File: src/rtl/estagio_resultado.sv
`default_nettype none
// ============================================================================
//  Module      : estagio_resultado
//  Description : ALU result / write-back stage. It buffers ALU results in a
//                2-entry FIFO with valid/ready handshakes on both sides.
//                Each entry is decoded once, when it is pushed, into a
//                write-enable and a branch-taken bit. The stage also keeps a
//                sticky overflow-exception flag and a wrapping count of
//                accepted entries.
//  Revision    : 1.0 - initial release
// ============================================================================
module estagio_resultado #(
    parameter int WIDTH = 32
) (
    input  logic             clock,
    input  logic             reset,
    input  logic             in_valid,
    output logic             in_ready,
    input  logic [4:0]       controle,
    input  logic [WIDTH-1:0] ULAresult,
    input  logic             zero,
    input  logic             negativo,
    input  logic             overflow,
    input  logic [4:0]       rd,
    input  logic             flush,
    output logic             out_valid,
    input  logic             out_ready,
    output logic [WIDTH-1:0] out_result,
    output logic [4:0]       out_rd,
    output logic             out_we,
    output logic [2:0]       out_flags,
    output logic             branch_taken,
    output logic             exc_sticky,
    input  logic             exc_clear,
    output logic [15:0]      op_count
);

    typedef enum logic [1:0] {
        ST_EMPTY = 2'd0,
        ST_ONE   = 2'd1,
        ST_FULL  = 2'd2
    } state_t;

    localparam logic [4:0] C_OP_BEQ  = 5'd7;
    localparam logic [4:0] C_OP_BNEQ = 5'd8;
    localparam logic [4:0] C_OP_BLZ  = 5'd9;
    localparam logic [4:0] C_OP_BLT  = 5'd18;
    localparam logic [4:0] C_OP_BGRT = 5'd19;
    localparam logic [4:0] C_OP_LAST = 5'd19;

    state_t           state_q;
    logic             wr_ptr_q;
    logic             rd_ptr_q;
    logic [WIDTH-1:0] result_q [2];
    logic [4:0]       rd_q     [2];
    logic [2:0]       flags_q  [2];
    logic             we_q     [2];
    logic             bt_q     [2];
    logic             exc_q;
    logic [15:0]      count_q;

    logic             is_branch_d;
    logic             taken_d;
    logic             we_d;
    logic             push_w;
    logic             pop_w;

    // A push in a flush cycle is dropped. It is not stored, not counted, and
    // does not raise the exception flag.
    assign in_ready  = (state_q != ST_FULL);
    assign out_valid = (state_q != ST_EMPTY);
    assign push_w    = in_valid && in_ready && !flush;
    assign pop_w     = out_valid && out_ready;

    // Decode the incoming opcode into branch / taken / write-enable.
    always_comb begin
        is_branch_d = 1'b0;
        taken_d     = 1'b0;
        case (controle)
            C_OP_BEQ, C_OP_BLT, C_OP_BGRT: begin
                is_branch_d = 1'b1;
                taken_d     = zero;
            end
            C_OP_BNEQ: begin
                is_branch_d = 1'b1;
                taken_d     = !zero;
            end
            C_OP_BLZ: begin
                is_branch_d = 1'b1;
                taken_d     = negativo;
            end
            default: begin
                is_branch_d = 1'b0;
                taken_d     = 1'b0;
            end
        endcase
        we_d = !is_branch_d && !overflow && (controle <= C_OP_LAST);
    end

    // Occupancy FSM and read/write pointers. A flush empties the FIFO.
    always_ff @(posedge clock) begin
        if (reset || flush) begin
            state_q  <= ST_EMPTY;
            wr_ptr_q <= 1'b0;
            rd_ptr_q <= 1'b0;
        end else begin
            if (push_w) wr_ptr_q <= ~wr_ptr_q;
            if (pop_w)  rd_ptr_q <= ~rd_ptr_q;
            case (state_q)
                ST_EMPTY: if (push_w)           state_q <= ST_ONE;
                ST_ONE:   if (push_w && !pop_w) state_q <= ST_FULL;
                          else if (!push_w && pop_w) state_q <= ST_EMPTY;
                ST_FULL:  if (pop_w)            state_q <= ST_ONE;
                default:                        state_q <= ST_EMPTY;
            endcase
        end
    end

    // Entry storage. Reset clears the entries so the head reads as zero.
    always_ff @(posedge clock) begin
        if (reset) begin
            for (int i = 0; i < 2; i++) begin
                result_q[i] <= '0;
                rd_q[i]     <= '0;
                flags_q[i]  <= '0;
                we_q[i]     <= 1'b0;
                bt_q[i]     <= 1'b0;
            end
        end else if (push_w) begin
            result_q[wr_ptr_q] <= ULAresult;
            rd_q[wr_ptr_q]     <= rd;
            flags_q[wr_ptr_q]  <= {overflow, negativo, zero};
            we_q[wr_ptr_q]     <= we_d;
            bt_q[wr_ptr_q]     <= taken_d;
        end
    end

    // Sticky overflow flag. A set on the same edge as a clear wins.
    always_ff @(posedge clock) begin
        if (reset)                    exc_q <= 1'b0;
        else if (push_w && overflow)  exc_q <= 1'b1;
        else if (exc_clear)           exc_q <= 1'b0;
    end

    // Count of accepted entries. It wraps naturally and a flush does not touch it.
    always_ff @(posedge clock) begin
        if (reset)       count_q <= '0;
        else if (push_w) count_q <= count_q + 16'd1;
    end

    // The head entry is presented directly from storage. The control bits
    // are gated so they read as 0 whenever the stage is empty.
    assign out_result   = result_q[rd_ptr_q];
    assign out_rd       = rd_q[rd_ptr_q];
    assign out_flags    = flags_q[rd_ptr_q];
    assign out_we       = out_valid && we_q[rd_ptr_q];
    assign branch_taken = out_valid && bt_q[rd_ptr_q];
    assign exc_sticky   = exc_q;
    assign op_count     = count_q;

endmodule
`default_nettype wire

File: config.mk
export PLATFORM = sky130hd
export DESIGN_NAME = estagio_resultado
export DESIGN_NICKNAME = d
export VERILOG_FILES = /design/src/rtl/estagio_resultado.sv
export SDC_FILE = /design/constraint.sdc
export NUM_CORES = 1
export LEC_CHECK = 0
export ABC_AREA = 1
export BUFFER_PORTS_ARGS = -buffer_cell sky130_fd_sc_hd__buf_2
export CAP_MARGIN = 20
export CORE_UTILIZATION = 54
export DETAILED_ROUTE_END_ITERATION = 8
export GPL_TIMING_DRIVEN = 0
export PLACE_DENSITY = 0.91
export RECOVER_POWER = 25
export SYNTH_ARGS = -nofsm -noshare
export SYNTH_HDL_FRONTEND = slang
export SYNTH_SLANG_ARGS = --single-unit
File: constraint.sdc
create_clock -name clock -period 2.9 [get_ports clock]
set_input_delay 0.29 -clock clock [delete_from_list [all_inputs] [get_ports clock]]
set_output_delay 0.29 -clock clock [all_outputs]
set_load 0.1 [all_outputs]
==> results.txt <==
----------------------------------------------------
[Placed design]
  # port buffers ... 110
  Post-DP HPWL ... approximately 7600 um
  RD Place Congestion ... 0.871

[Clock tree]
  Hold buffer count at CTS ... 0
  Clock tree from TritonCTS ... yes
  CTS-repair resized insts ... 0
  CTS HTree Levels ... 3
  Sinks on Clock Net ... between 100 and 150
  Root buffer selected by CTS ... clkbuf_8
  Post-CTS setup-driven buffer insertion count ... 0
  Clock Latency Late Sink ... 0.37 ns
  Number of buffers on the longest clock path ... 2
  Number of buffers created by CTS ... 9
  Clock transition at path regs ... approximately 0.1 ns

[Job]
  Number of violations of the max-capacitance limit ... 0

[Detailed routing]
  Routed vias ... approximately 4000
  DRC violation count after routing ... 0
  Count of antenna-violating nets left after detailed routing ... 0
  Detail-routed net length per standard cell ... between 10 and 15 um
  Number of DRC markers after the initial detailed-route iteration ... 230
  First-pass detailed-route iteration total ... 5
  Total Wirelength ... 10500 um
  Average via count per standard cell ... slightly above 5

[Timing]
  Headroom to the max-slew limit ... between 20% and 30%
  Max-slew violation count ... 0
  Worst-case clock skew ... 0.0109 ns
  Count of endpoints failing hold in the final timing report ... 0
  Portion of the clock cycle consumed by the worst path in the final layout ... around 84%
  Tmin final ... between 2 and 2.5 ns
  Maximum operating frequency ... 411 MHz
  Tightest Pin Transition ... around 1.2 ns
  Final setup vio count ... 0
  RSZ-0062 raised after global routing ... no
  Sum Neg Setup Slack ... 0 ns

[GRT]
  All-layer global routing usage ... roughly a quarter
  Most utilized layer in the global route result ... met2
  Met2 GRT Util ... around 42%
  GR Util met1 ... between 20 and 30%
  Met3 Resource Use GR ... ~6.5%
  Antenna violations before repair ... 0
  Vias in the first global route ... approximately 3700
  First-pass GRT wire length ... about 16000 um
  Sum of overflow across all layers after global routing ... 0
  Pin count of the biggest net entering global routing ... 29

[Power and ir drop]
  Clock network power share ... roughly 29%
  Sw Ratio ... between 30% and 40%
  Sequential fraction of design power ... between 50% and 60%
  Switching power of the nets ... just under 1 mW
  Total power per unit cell area ... 572 mW/mm2
  Internal power component ... ~2.2 mW
  Leakage power of the design ... between 2 and 3 nW
  Max VDD drop ... approximately 0.23 mV
  Part of the total power dissipated in combinational logic ... between 10% and 20%

[Final layout]
  Fraction of layout cells with a size suffix above 1 ... a little under a fifth
  Post-route core utilization ... between 60% and 70%
  Layout Area Growth over Synthesis ... 18.4%
  Most frequent standard cell in the layout excluding fill and tap cells ... nand2_1
  Ant. Diodes ... 0
  Commonest non-fill, non-tap cells in the layout ... nand2_1 (162), nor2_1 (112), buf_2 (100)
  Net count, final ... a little over 700

[Floorplanning]
  Die area ... approximately 0.0091 mm2
  Starting Density ... 56.7%
  Placement row count ... 33
  Core Area ... roughly 0.0083 mm2
  Width of the die ... between 90 and 100 um
  IO Count ... between 100 and 150
  Die boundary height ... ~96 um

[Synth]
  Yosys cell types ... 28
  Synthesized area per cell ... roughly 8.9 um2
  Synthesized flop and latch total ... about 110
  Instance count of the mapped netlist ... 529
  Top cells by area, synth ... edfxtp_1 (53%), nand2_1 (13%), dfxtp_1 (9.3%)
  Number of warnings issued by yosys ... 0
  Synth Net Count ... approximately 580
  Share of Yosys cell area claimed by the top area cell type ... a little over half
  Register area share after synthesis ... 62.6%
  Library cell with the largest summed area after synthesis ... edfxtp_1
  Summed instance area of the synthesized netlist ... around 0.0047 mm2

[Run status]
  Status ... finished, final reports clean

[Critical path]
  WP data required ... between 2 and 3 ns
  Length in cells of the worst reg-to-reg path ... 8
  Critical Setup Path Class ... reg2reg
  Biggest fanout along the worst timing path ... 24
  Critical Path Sink Type ... flop
  Startpoint class of the critical path ... flop
  Data arrival time at the worst-slack endpoint ... 2.50 ns

[Min path]
  Worst hold stages ... 4
  Worst Hold Class ... in2reg

----------------------------------------------------
==> metal layers <==
layer,vias to the layer above,routed length [um]
li1,1913,-
met3,18,940
met2,177,5250
met4,0,152
met1,1817,4150
met5,-,0
==> cell type report <==
cell class | count | area (um2)
Multi-Input combinational cell | 336 | 1390
Tap cell | 105 | 131
Inverter | 66 | 248
Fill cell | 678 | 2740
Timing Repair Buffer | 112 | 582
Clock buffer | 9 | 124
Buffer | 21 | 90.1
Sequential cell | 106 | 2960
Clock inverter | 7 | 77.6
==> state kept, by name (all words and copies together), names as in the netlist, named ones only <==
register,count
we_q,2
flags_q,6
wr_ptr_q,1
bt_q,2
rd_ptr_q,1
op_count,16
result_q,64
exc_sticky,1
rd_q,10
state_q,2
==> path summary, 6_finish.rpt <==
check / start / end / slack [ns]
worst max register to register: state_q[0] / result_q[0][15] / 0.47
worst max-delay path: state_q[0] / result_q[0][15] / 0.47
worst min register to register: exc_sticky / exc_sticky / 0.47
worst min-delay path: exc_clear / exc_sticky / 0.16
==> Yosys cell counts <==
library cell	instances
o21ai_1	1
nand2_4	1
dfxtp_1	22
o21bai_2	1
nand4_1	4
nor2_8	1
nor2_1	110
nor3_1	6
a41oi_1	1
and3_1	1
edfxtp_1	84
nand3_2	2
clkinv_1	1
inv_1	63
nand3_1	12
a21oi_1	18
nor2_2	1
nand4_2	1
o21ai_0	7
nand2_2	2
clkbuf_1	9
ha_1	1
buf_6	2
buf_2	10
nand2_1	163
nor3b_1	2
a211oi_1	1
inv_2	2
==> metrics by stage <==
stage | instance area, um2 | worst slack [ns] | cells | power, mW | hold WS [ns]
finish | 5600 | 0.468 | 762 | 3.21 | 0.162
floorplan | 4730 | 0.143 | 529 | 2.20 | 0.425
detailed placement | 5470 | 0.722 | 746 | 2.32 | 0.459
CTS | 5670 | 0.537 | 762 | 3.22 | 0.159
global placement | 5410 | -0.0619 | 744 | 2.30 | 0.437
global route | 5600 | 0.277 | 762 | 3.31 | 0.175
==> cells by family after synthesis <==
group                      after synthesis  share of synthesized area, %
and+or+nand+nor                        306                          26.3
DFF                                    106                          62.6
buffers and inverters                   87                          7.48
AOI/OAI and AO/OA                       29                          3.33
adders and majority gates                1                         0.264
==> power groups by stage <==
stage          Clock (mW)  Sequential (mW)  Combinational, mW
2_1_floorplan           0             1.78              0.422
3_3_place_gp            0             1.76              0.539
3_5_place_dp            0             1.76              0.560
4_1_cts             0.934             1.73              0.561
5_1_grt             0.988             1.74              0.588
6_report            0.922             1.73              0.554
==> critical path, stage by stage (launching register included) <==
cell and delay, ns:
dfxtp_1 0.38, clkinv_1 0.09, nand2_1 0.13, nand3_1 0.11, inv_1 0.12, nand3_1 0.25
clkbuf_1 0.33, nand2_2 0.48, buf_16 0.24
(Power assumes the default switching activity.)
